==> src/rtl/isp_frame_sequencer.sv <==
// rtl/isp_frame_sequencer.sv - ISP raster sequencer with double-buffered vignette config; ISP_FRAME_COUNT_EN adds frame_cnt
module isp_frame_sequencer #(
    parameter int H_ACTIVE = 32,
    parameter int V_ACTIVE = 32,
    parameter int H_BLANK  = 4,
    parameter int V_BLANK  = 2
) (
    input  logic       clk,
    input  logic       rst_n,
    input  logic       start,
    input  logic       stop,
    input  logic       cfg_valid,
    output logic       cfg_ready,
    input  logic [2:0] cfg_shift,
    input  logic [5:0] cfg_cx,
    input  logic [5:0] cfg_cy,
    output logic [5:0] pix_x,
    output logic [5:0] pix_y,
    output logic       pix_valid,
    output logic       hsync,
    output logic       vsync,
    output logic       frame_done,
    output logic       busy,
    output logic [2:0] gain_shift,
    output logic [5:0] gain_cx,
    output logic [5:0] gain_cy
`ifdef ISP_FRAME_COUNT_EN
    ,
    output logic [15:0] frame_cnt
`endif
);

    typedef enum logic [1:0] {S_IDLE, S_ACTIVE, S_HBLANK, S_VBLANK} state_t;

    localparam logic [5:0] X_LAST  = 6'(H_ACTIVE - 1);
    localparam logic [5:0] Y_LAST  = 6'(V_ACTIVE - 1);
    localparam logic [3:0] HB_LAST = 4'(H_BLANK - 1);
    localparam logic [3:0] VB_LAST = 4'(V_BLANK - 1);

    state_t     state_q, state_d;
    logic [5:0] x_q, x_d, y_q, y_d;
    logic [3:0] cnt_q, cnt_d;
    logic       valid_q, valid_d;
    logic       hsync_q, hsync_d;
    logic       vsync_q, vsync_d;
    logic       fdone_q, fdone_d;
    logic       busy_q, busy_d;
    logic       stop_q, stop_d;
    logic       stop_hit;

    logic       pend_q, pend_d;
    logic [2:0] pshift_q, pshift_d;
    logic [5:0] pcx_q, pcx_d, pcy_q, pcy_d;
    logic       release_q, release_d;
    logic       ready_q, ready_d;
    logic [2:0] gshift_q, gshift_d;
    logic [5:0] gcx_q, gcx_d, gcy_q, gcy_d;
    logic       xfer;

    // Raster walk: next state plus the registered pixel/sync outputs for the coming cycle
    always_comb begin
        state_d  = state_q;
        x_d      = x_q;
        y_d      = y_q;
        cnt_d    = cnt_q;
        valid_d  = 1'b0;
        hsync_d  = 1'b0;
        vsync_d  = 1'b0;
        fdone_d  = 1'b0;
        stop_hit = stop_q | ((state_q != S_IDLE) & stop);
        stop_d   = stop_hit;
        case (state_q)
            S_IDLE: begin
                if (start) begin
                    state_d = S_ACTIVE;
                    x_d     = 6'd0;
                    y_d     = 6'd0;
                    valid_d = 1'b1;
                    hsync_d = 1'b1;
                    vsync_d = 1'b1;
                end
            end
            S_ACTIVE: begin
                if (x_q == X_LAST) begin
                    state_d = S_HBLANK;
                    cnt_d   = 4'd0;
                end else begin
                    x_d     = x_q + 6'd1;
                    valid_d = 1'b1;
                end
            end
            S_HBLANK: begin
                if (cnt_q == HB_LAST) begin
                    if (y_q < Y_LAST) begin
                        state_d = S_ACTIVE;
                        x_d     = 6'd0;
                        y_d     = y_q + 6'd1;
                        valid_d = 1'b1;
                        hsync_d = 1'b1;
                    end else begin
                        state_d = S_VBLANK;
                        cnt_d   = 4'd0;
                        fdone_d = 1'b1;
                    end
                end else begin
                    cnt_d = cnt_q + 4'd1;
                end
            end
            S_VBLANK: begin
                if (cnt_q == VB_LAST) begin
                    stop_d = 1'b0;
                    if (stop_hit) begin
                        state_d = S_IDLE;
                    end else begin
                        state_d = S_ACTIVE;
                        x_d     = 6'd0;
                        y_d     = 6'd0;
                        valid_d = 1'b1;
                        hsync_d = 1'b1;
                        vsync_d = 1'b1;
                    end
                end else begin
                    cnt_d = cnt_q + 4'd1;
                end
            end
            default: state_d = S_IDLE;
        endcase
        busy_d = (state_d != S_IDLE);
    end

    // Config slot: gain only moves on the frame's first pixel; the slot is released one cycle later
    always_comb begin
        xfer      = cfg_valid & ready_q;
        pend_d    = pend_q;
        pshift_d  = pshift_q;
        pcx_d     = pcx_q;
        pcy_d     = pcy_q;
        gshift_d  = gshift_q;
        gcx_d     = gcx_q;
        gcy_d     = gcy_q;
        release_d = 1'b0;
        if (release_q) begin
            pend_d = 1'b0;
        end
        if (vsync_d && pend_q) begin
            gshift_d  = pshift_q;
            gcx_d     = pcx_q;
            gcy_d     = pcy_q;
            release_d = 1'b1;
        end
        if (xfer) begin
            pend_d   = 1'b1;
            pshift_d = cfg_shift;
            pcx_d    = cfg_cx;
            pcy_d    = cfg_cy;
        end
        ready_d = ~pend_d;
    end

    // State and output registers; reset drops any frame in flight without a frame_done
    always_ff @(posedge clk or negedge rst_n) begin
        if (!rst_n) begin
            state_q   <= S_IDLE;
            x_q       <= 6'd0;
            y_q       <= 6'd0;
            cnt_q     <= 4'd0;
            valid_q   <= 1'b0;
            hsync_q   <= 1'b0;
            vsync_q   <= 1'b0;
            fdone_q   <= 1'b0;
            busy_q    <= 1'b0;
            stop_q    <= 1'b0;
            pend_q    <= 1'b0;
            pshift_q  <= 3'd0;
            pcx_q     <= 6'd0;
            pcy_q     <= 6'd0;
            release_q <= 1'b0;
            ready_q   <= 1'b1;
            gshift_q  <= 3'd3;
            gcx_q     <= 6'd16;
            gcy_q     <= 6'd16;
        end else begin
            state_q   <= state_d;
            x_q       <= x_d;
            y_q       <= y_d;
            cnt_q     <= cnt_d;
            valid_q   <= valid_d;
            hsync_q   <= hsync_d;
            vsync_q   <= vsync_d;
            fdone_q   <= fdone_d;
            busy_q    <= busy_d;
            stop_q    <= stop_d;
            pend_q    <= pend_d;
            pshift_q  <= pshift_d;
            pcx_q     <= pcx_d;
            pcy_q     <= pcy_d;
            release_q <= release_d;
            ready_q   <= ready_d;
            gshift_q  <= gshift_d;
            gcx_q     <= gcx_d;
            gcy_q     <= gcy_d;
        end
    end

`ifdef ISP_FRAME_COUNT_EN
    logic [15:0] frame_cnt_q, frame_cnt_d;

    // Frame counter steps together with frame_done and wraps naturally at 16 bits
    always_comb begin
        frame_cnt_d = frame_cnt_q;
        if (fdone_d) begin
            frame_cnt_d = frame_cnt_q + 16'd1;
        end
    end

    // Frame counter register
    always_ff @(posedge clk or negedge rst_n) begin
        if (!rst_n) begin
            frame_cnt_q <= 16'd0;
        end else begin
            frame_cnt_q <= frame_cnt_d;
        end
    end

    assign frame_cnt = frame_cnt_q;
`endif

    assign pix_x      = x_q;
    assign pix_y      = y_q;
    assign pix_valid  = valid_q;
    assign hsync      = hsync_q;
    assign vsync      = vsync_q;
    assign frame_done = fdone_q;
    assign busy       = busy_q;
    assign cfg_ready  = ready_q;
    assign gain_shift = gshift_q;
    assign gain_cx    = gcx_q;
    assign gain_cy    = gcy_q;

endmodule

==> config.mk <==
export PLATFORM = sky130hd
export DESIGN_NAME = isp_frame_sequencer
export DESIGN_NICKNAME = d
export VERILOG_FILES = /design/src/rtl/isp_frame_sequencer.sv
export SDC_FILE = /design/constraint.sdc
export NUM_CORES = 1
export LEC_CHECK = 0
export ABC_CLOCK_PERIOD_IN_PS = 2500
export BUFFER_PORTS_ARGS = -buffer_cell sky130_fd_sc_hd__buf_4
export CAP_MARGIN = 25
export CORE_MARGIN = 5
export CORE_UTILIZATION = 44
export DETAILED_ROUTE_END_ITERATION = 7
export GPL_TIMING_DRIVEN = 0
export PLACE_DENSITY = 0.66
export SLEW_MARGIN = 20
export SYNTH_ARGS = -nofsm -noshare
export SYNTH_HDL_FRONTEND = slang
export SYNTH_SLANG_ARGS = --single-unit
==> constraint.sdc <==
create_clock -name clk -period 2.5 [get_ports clk]
set_input_delay 0.625 -clock clk [delete_from_list [all_inputs] [get_ports clk]]
set_output_delay 0.625 -clock clk [all_outputs]
set_load 0.02 [all_outputs]
=== Word-level counts from Yosys, hierarchy flattened ===
Index checks and enable logic that the tools add are counted.

* Flip-flop bits (word level): 57
* Latch bits: 0
* RAM bits: 0
* ROM bits: 0
* Input bits: 20
* Output and inout port bits: 33
* Word-level logic and storage cells: 90
* Memories kept: 0

* Add/sub/neg operators: 3
* Multiply operators: 0
* Div/mod/pow operators: 0
* Order comparisons: 1
* Equal/unequal tests: 15
* Shift-type cells: 0
* Muxes and demuxes: 39
* Bitwise operators: 4
* Reductions and logical operators: 9

{| class="wikitable"
|+ Operators by type and width
! kind !! number
|-
| $mux W6 || 8
|-
| $pmux W6 S4 || 1
|-
| $pmux W6 S3 || 1
|-
| $mux W4 || 4
|-
| $ne A2 B2 Y1 const B || 8
|-
| $mux W1 || 15
|-
| $add A6 B1 Y6 const B || 2
|-
| $pmux W4 S3 || 1
|-
| $reduce_and A6 Y1 || 2
|-
| $mux W2 || 5
|-
| $pmux W2 S4 || 1
|-
| $eq A6 B5 Y1 const B || 1
|-
| $lt A6 B5 Y1 const B || 1
|-
| $reduce_bool A3 Y1 || 2
|-
| $add A4 B1 Y4 const B || 1
|-
| $eq A2 B2 Y1 const B || 2
|-
| $eq A4 B1 Y1 const B || 1
|-
| $eq A4 B2 Y1 const B || 1
|-
| $pmux W1 S4 || 1
|-
| $reduce_and A4 Y1 || 1
|-
| $reduce_bool A2 Y1 || 2
|-
| $ne A3 B3 Y1 const B || 1
|-
| $pmux W1 S3 || 1
|-
| $and A1 B1 Y1 || 2
|-
| 6 further kinds || 6
|}

=== Logic depth before layout (Yosys ltp) ===
Gate-level depths: netlist of the first run.

* Word-level depth: 8
* Gate-level depth with buffers: 8
* Gate-level depth less buffers: 7

=== Worst setup path before layout of the first run ===
Ideal clock, no wire load.

* Path type: reg2reg
* Start point: register state_q[1]
* End point: register gcx_q[5] (netlist: gain_cx[5])
* Setup time: 0.125 ns
* Arrival: 2.056 ns
* Required time: 2.375 ns
* Slack: 0.319 ns
* Stages on the path, launching flop included: 9
* Buffers on the path: 1
* Period minus slack after synthesis: 2.181 ns
* Cells stage by stage: dfrtp_1 inv_1 ha_1 nor2b_2 or4b_4 a21oi_4 nand2_4 buf_8 mux2_4

* Word-level cells in the longest chain between the ends: 7
* Elaborated cells between the ends (all ways): 9
* Classes of those cells: eq/ne (1); mux (3); bitwise (2); reduce/logical (3)

{| class="wikitable"
|+ Ends and longest elaborated chain
! element !! RTL line !! source
|-
| start, declared || 40 || <nowiki>state_t state_q, state_d;</nowiki>
|-
| start signal, assigned || 183 || <nowiki>state_q <= state_d;</nowiki>
|-
| $reduce_bool A2 Y1 || 70 || <nowiki>stop_hit = stop_q | ((state_q != S_IDLE) & stop);</nowiki>
|-
| $and A1 B1 Y1 || 70 ||
|-
| $or A1 B1 Y1 || 70 ||
|-
| $mux W1 || 112 || <nowiki>if (stop_hit) begin</nowiki>
|-
| $mux W1 || 110 || <nowiki>if (cnt_q == VB_LAST) begin</nowiki>
|-
| $pmux W1 S2 * || 72 || <nowiki>case (state_q)</nowiki>
|-
| named net vsync_d || 45 || <nowiki>logic vsync_q, vsync_d;</nowiki>
|-
| $logic_and A1 B1 Y1 * || 145 || <nowiki>if (vsync_d && pend_q) begin</nowiki>
|-
| end signal, assigned || 200 || <nowiki>gcx_q <= gcx_d;</nowiki>
|-
| end, declared || 57 || <nowiki>logic [5:0] gcx_q, gcx_d, gcy_q, gcy_d;</nowiki>
|}

Mark *: on every way through the listed nets, which the timed path passes. The rest lies on a longest branch.
A chain may end at the register's enable or synchronous reset.

=== Worst setup path in the final report of the first run ===
* Start point: register state_q[1]
* End point: register gcy_q[1] (netlist: gain_cy[1])

* Word-level cells in the longest chain between the ends: 7
* Elaborated cells between the ends (all ways): 9
* Classes of those cells: eq/ne (1); mux (3); bitwise (2); reduce/logical (3)

{| class="wikitable"
|+ Ends and longest elaborated chain
! element !! RTL line !! source
|-
| $reduce_bool A2 Y1 || 70 ||
|-
| $and A1 B1 Y1 || 70 ||
|-
| $or A1 B1 Y1 || 70 ||
|-
| $mux W1 || 112 ||
|-
| $mux W1 || 110 ||
|-
| $pmux W1 S2 * || 72 ||
|-
| named net vsync_d || 45 ||
|-
| $logic_and A1 B1 Y1 * || 145 ||
|-
| end signal, assigned || 201 || <nowiki>gcy_q <= gcy_d;</nowiki>
|-
| end, declared || 57 ||
|}

Marks and branches as above.

==> results of run 1 <==
-- power by group through the flow --
stage | Sequential, W | Combinational [W] | Clock (W)
after floorplan | 0.00166 | 0.000688 | 0
after global placement | 0.00147 | 0.00133 | 0
after detailed placement | 0.00148 | 0.00136 | 0
after CTS | 0.00147 | 0.00136 | 0.000833
after global routing | 0.00151 | 0.00146 | 0.000881
final | 0.00146 | 0.00135 | 0.000816
-- worst max-delay path, cell delays in order, from the launching register on --
cell and delay [ns]:
dfrtp_1 0.43, inv_1 0.15, ha_2 0.27, nor2b_2 0.07, or4b_4 0.56, a21oi_4 0.18
nand2_4 0.11, buf_8 0.17, mux2_4 0.30
-- cells in the final DEF, fill, tap and decap left out, drive strengths merged, types with 2 or more instances in the layout --
| cell | count |
|---|---|
| and3 | 4 |
| nor3 | 5 |
| o2bb2ai | 2 |
| or2 | 2 |
| mux2 | 31 |
| inv | 10 |
| dfstp | 5 |
| a31oi | 4 |
| a22o | 2 |
| nor2b | 2 |
| ha | 9 |
| clkinv | 3 |
| or4 | 2 |
| nand3 | 5 |
| nand2 | 18 |
| mux2i | 2 |
| a41oi | 2 |
| xor2 | 2 |
| nand3b | 2 |
| nand2b | 6 |
| dfrtp | 52 |
| clkinvlp | 2 |
| o22ai | 2 |
| buf | 54 |
| a21oi | 7 |
| nor2 | 9 |
| o21ai | 8 |
| clkbuf | 12 |
-- sequential cells by signal, summed over array words and instances, names as in the netlist, 3 cells and up --
name and cells:
cnt_q 4, gain_cx 6, gain_shift 3, pix_x 6
pcy_q 6, pix_y 6, pcx_q 6, gain_cy 6
pshift_q 3
-- logic make-up (layout without fill, tap and decap cells) --
| family | count (synthesis) | in the layout | share of synthesized area |
|---|---|---|---|
| xor gates and xnor gates | 3 | 3 | 0.00986 |
| adders and majority gates | 9 | 9 | 0.0422 |
| AOI/OAI and AO/OA | 37 | 37 | 0.100 |
| and+or+nand+nor | 63 | 63 | 0.135 |
| buffers and inverters | 14 | 82 | 0.0244 |
| DFF | 57 | 57 | 0.537 |
| muxes | 33 | 33 | 0.151 |
-- what timing repair did --
item	4_1_cts	5_1_grt
gates resized for setup	0	4
endpoints found under the setup margin	0	13
endpoints found under the hold margin	0	0
-- per-stage QoR --
step / total power (W) / hold WS, ns / instances
2_1_floorplan: 0.00235 / 0.329 / 216
3_3_place_gp: 0.00280 / 0.443 / 343
3_5_place_dp: 0.00284 / 0.453 / 343
4_1_cts: 0.00366 / 0.372 / 359
5_1_grt: 0.00386 / 0.406 / 359
6_report: 0.00363 / 0.338 / 359
-- area by class of cell --
cell class,count,share of cell area
plain buffers,4,0.00819
clock buffers,10,0.0380
clock inverters,6,0.0179
inverters,10,0.0112
multi-input cells,145,0.354
flip-flops and latches,57,0.426
well taps,75,0.0279
repair buffers,52,0.116
-- metal layers --
layer	GRT usage	routed length, um	up-vias
met3	0.0499	314	7
met5	0	0	-
met2	0.217	2460	41
li1	-	-	908
met4	0.0460	57	0
met1	0.197	2420	926
-- path summary, 6_finish.rpt --
path / start / end / depth (start not counted)
max in group asynchronous: rst_n / pix_y[3] / 1
hold reg to reg: release_q / pend_q / 1
min in group clk: release_q / pend_q / 1
setup reg to reg: state_q[1] / gain_cy[1] / 8
hold / removal: rst_n / pix_x[0] / 1
setup / recovery: state_q[1] / gain_cy[1] / 8
==> reports/qor.txt, run 1 <==
Worst R2R Setup Slack: 0.15 ns
DRT Pass-1 Iters: 4
# rows: 28
Library cell with the highest instance count after synthesis: dfrtp_1
Syn_nets: 245
Drt wl/cell: 14.6 um
Count of maximum capacitance violations: 0
Worst Skew: 0.0161 ns
#FFs+latches synth: 57
Worst setup EP type: flop
Final hold violation count: 0
First-pass GRT wire length: 8670 um
Vias in the first global route: 1829
Post-route ant nets: 0
P_int: 0.00243 W
Chip height: 87.8 um
Register Area: 1430 um^2
Setup TNS: 0 ns
TritonCTS buffer count: 9
Post-DP Area: 3150 um^2
Post-DP HPWL: 3790 um
Leakage power: 1.60 nW
CTS Hold Bufs: 0
Initial Utilization: 0.450
Clock Latency Late Sink: 0.33 ns
Fmax: 425 MHz
Min Tclk post-route: 2.35 ns
Clock share of power: 0.225
RePlAce Congestion: 0.805
Count of different cell masters after synthesis: 52
Setup WS post-layout: 0.145 ns
Post-synthesis sequential area ratio: 0.537
# diodes: 0
Clock transition at path regs: 0.06 ns
Fraction of layout cells with a size suffix above 1: 0.412
Relative max-transition margin: 0.532
Synth top area cells: dfrtp_1 49%, mux2_2 9.3%, mux2_4 5.1%
Postcts setup bufs: 0
Average size of a mapped cell: 12.3 um^2
Sw power: 0.00121 W
Final net count: 308
Synthesis-to-layout area growth: 26.0%
Pin count of the biggest net entering global routing: 58
CTS H-tree depth: 3
Grt ovf: 0
Synth Warn #: 0
Yosys top cell area share: 0.488
Multi-input gate area: 1190 um^2
Initial antenna violation count: 0
CTS tree: built
Final Util: 0.568
Iteration-0 DRC Markers: 71
Status: completed
DR DRC count: 0
Main synth FF type: dfrtp_1
CTS max path bufs: 2
Worst EP required: 2.71 ns
Hold Path Class: in2async
Commonest cells in the netlist: 52 x dfrtp_1, 22 x mux2_2, 17 x nand2_1
Synthesized area: 2670 um^2
Switching part of the total: 0.332
Post-route cell area: 3360 um^2
Sequential share of power: 0.402
Critical path class: reg2reg
Max Slew Vio Count: 0
Clock Tree Root: clkbuf_8
Syn Inst Count: 216
Least-Margin Pin Slew: 0.702 ns
Pwr Density: 1080 nW/um^2
Die Wd: 87.8 um
Post-synth ARST share: 1.00
Number of flops mapped to enable cells by yosys: 0
# port buffers: 52
Combinational power share: 0.373
Top cell type by total area after synthesis: dfrtp_1
Peak VDD IR: 0.579 mV
Pre-CTS WS: 0.0579 ns
Final wirelength: 5250 um
Crit start category: flop
Fillers: 547
Gr usage total: 0.145
CP max FO: 10
IO Count: 53
Final setup viols: 0
RSZ-0062 raised after global routing: false
Die ar.: 7720 um^2
Core Box Area: 5920 um^2
CTS Sinks: 57
Crit share post-route: 0.942
Critical Path AT: 2.57 ns
Vias: 1882
Vias per inst: 5.24
No activity file was read; power rests on OpenSTA's default activity.
==> inputs of run 2 (changes only) <==
--- a/config.mk
+++ b/config.mk
@@ -9,10 +9,10 @@
 export BUFFER_PORTS_ARGS = -buffer_cell sky130_fd_sc_hd__buf_4
 export CAP_MARGIN = 25
 export CORE_MARGIN = 5
-export CORE_UTILIZATION = 44
+export CORE_UTILIZATION = 35
 export DETAILED_ROUTE_END_ITERATION = 7
 export GPL_TIMING_DRIVEN = 0
-export PLACE_DENSITY = 0.66
+export PLACE_DENSITY = 0.55
 export SLEW_MARGIN = 20
 export SYNTH_ARGS = -nofsm -noshare
 export SYNTH_HDL_FRONTEND = slang
==> run 2 against run 1 <==
Net effect:
- largest cell class unchanged
- highest routed layer unchanged
- count of clock-buffer cells in the layout is the same
- maximum frequency grew 1.6%
- largest power group unchanged
- clock skew shrank 0.0028 ns
==> reports/qor.txt, run 2 (synthesis gave the netlist of run 1 again) <==
Relative max-transition margin: 0.531 (was 0.532)
Crit share post-route: 0.927 (was 0.942)
Min Tclk post-route: 2.32 ns (was 2.35 ns)
Cell count after placement: 367 (was 343)
# port buffers: 52 (unchanged)
Setup TNS: 0 ns (unchanged)
Pwr Density: 1080 nW/um^2 (about the same)
Die Wd: 97.3 um (was 87.8 um)
Peak VDD IR: 0.393 mV (was 0.579 mV)
Post-DP HPWL: 3820 um (was 3790 um)
Vias per inst: 4.89 (was 5.24)
Final setup viols: 0 (unchanged)
Pre-CTS WS: 0.114 ns (was 0.0579 ns)
Fillers: 692 (was 547)
Leakage power: 1.60 nW (about the same)
Postcts setup bufs: 0 (unchanged)
Final wirelength: 5290 um (was 5250 um)
Clock Tree Root: clkbuf_8 (unchanged)
IO Count: 53 (unchanged)
DR DRC count: 0 (unchanged)
Chip height: 97.3 um (was 87.8 um)
Grt ovf: 0 (unchanged)
Most frequent cells in the layout: 52 x dfrtp_1, 52 x buf_4, 22 x mux2_2 (unchanged)
Critical path class: reg2reg (unchanged)
Count of maximum capacitance violations: 0 (unchanged)
Finished Layout Cells: 383 (was 359)
Final net count: 308 (unchanged)
Worst setup EP type: flop (unchanged)
Synthesis-to-layout area growth: 27.5% (was 26.0%)
CTS tree: built (unchanged)
Max Used Layer: met4 (unchanged)
RSZ-0062 raised after global routing: false (unchanged)
Post-route cell area: 3400 um^2 (was 3360 um^2)
Fmax: 432 MHz (was 425 MHz)
Post-route ant nets: 0 (unchanged)
Post-DP Area: 3180 um^2 (was 3150 um^2)
Register Area: 1430 um^2 (unchanged)
CP max FO: 10 (unchanged)
CTS max path bufs: 2 (unchanged)
Status: completed (unchanged)
Least-Margin Pin Slew: 0.703 ns (was 0.702 ns)
Critical Path AT: 2.52 ns (was 2.57 ns)
Fraction of layout cells with a size suffix above 1: 0.412 (unchanged)
Worst EP required: 2.71 ns (about the same)
Die ar.: 9460 um^2 (was 7720 um^2)
Worst Skew: 0.0133 ns (was 0.0161 ns)
Vias in the first global route: 1966 (was 1829)
# rows: 31 (was 28)
Pin count of the biggest net entering global routing: 58 (unchanged)
First-pass GRT wire length: 9240 um (was 8670 um)
# diodes: 0 (unchanged)
Initial Utilization: 0.364 (was 0.450)
CTS H-tree depth: 3 (unchanged)
Iteration-0 DRC Markers: 70 (was 71)
TritonCTS buffer count: 9 (unchanged)
Routed met3 length: 163 um (was 314 um)
Met1 Wirelength: 2460 um (was 2420 um)
Clock transition at path regs: 0.07 ns (was 0.06 ns)
Final hold violation count: 0 (unchanged)
Initial antenna violation count: 0 (unchanged)
Crit start category: flop (unchanged)
Clock Latency Late Sink: 0.33 ns (about the same)
Final Util: 0.464 (was 0.568)
Vias: 1872 (was 1882)
Worst r2r src: state_q[1] (unchanged)
RePlAce Congestion: 0.786 (was 0.805)
Setup crit start: state_q[1] (unchanged)
Max Slew Vio Count: 0 (unchanged)
Hold Path Class: in2async (unchanged)
DRT Pass-1 Iters: 4 (unchanged)
Core Box Area: 7330 um^2 (was 5920 um^2)
Gr usage total: 0.119 (was 0.145)
CTS Sinks: 57 (unchanged)
Drt wl/cell: 13.8 um (was 14.6 um)
Setup WS post-layout: 0.183 ns (was 0.145 ns)
Met2 WL: 2570 um (was 2460 um)
Multi-input gate area: 1180 um^2 (was 1190 um^2)
==> run 2: cell counts in the layout (fill, tap and decap cells not counted) <==
No cell type changed its count.
==> run 2: layout make-up <==
type | instances | area share
flip-flops and latches | 57 | 0.421
well taps | 99 | 0.0364
multi-input cells | 145 | 0.348
repair buffers | 52 | 0.115
clock inverters | 6 | 0.0199
inverters | 10 | 0.0110
plain buffers | 4 | 0.00809
clock buffers | 10 | 0.0405
==> run 2: per-stage QoR <==
step	total power, W	hold WS, ns
6_report	0.00368	0.337
5_1_grt	0.00393	0.403
4_1_cts	0.00372	0.371
3_5_place_dp	0.00284	0.443
3_3_place_gp	0.00281	0.442
2_1_floorplan	0.00235	0.329
==> run 2: what timing repair did <==
action / 4_1_cts / 5_1_grt
endpoints found under the setup margin: 0 / 5
resized for setup: 0 / 3
hold buffers: 0 / 0
hold endpoints to repair: 0 / 0
==> run 2: path summary, 6_finish.rpt <==
kind | slack (ns) | to | cells after the start
min | 0.34 | pix_y[1] | 1
min reg2reg | 0.45 | pend_q | 1
min in group clk | 0.45 | pend_q | 1
max reg2reg | 0.18 | gain_cx[5] | 8
max | 0.18 | gain_cx[5] | 8
max in group asynchronous | 1.68 | cnt_q[2] | 1
==> run 2: power breakdown <==
part           switching (W)  internal (W)  total (W)  leakage [nW]
combinational       0.000655      0.000697    0.00135         0.799
sequential          0.000188       0.00127    0.00146         0.705
clock               0.000382      0.000488   0.000871        0.0985
==> run 2: per-layer routing <==
layer,global-route usage,vias up
met2,0.187,31
met4,0.0586,0
met5,0,-
met3,0.0323,10
li1,-,920
met1,0.151,911
==> run 2: worst max-delay path, cell delays in order (launching register included) <==
cell     delay (ns)
dfrtp_1        0.42
inv_1          0.13
ha_2           0.26
nor2b_2        0.07
or4b_4         0.55
a21oi_4        0.18
nand2_4        0.12
buf_8          0.17
mux2_4         0.30
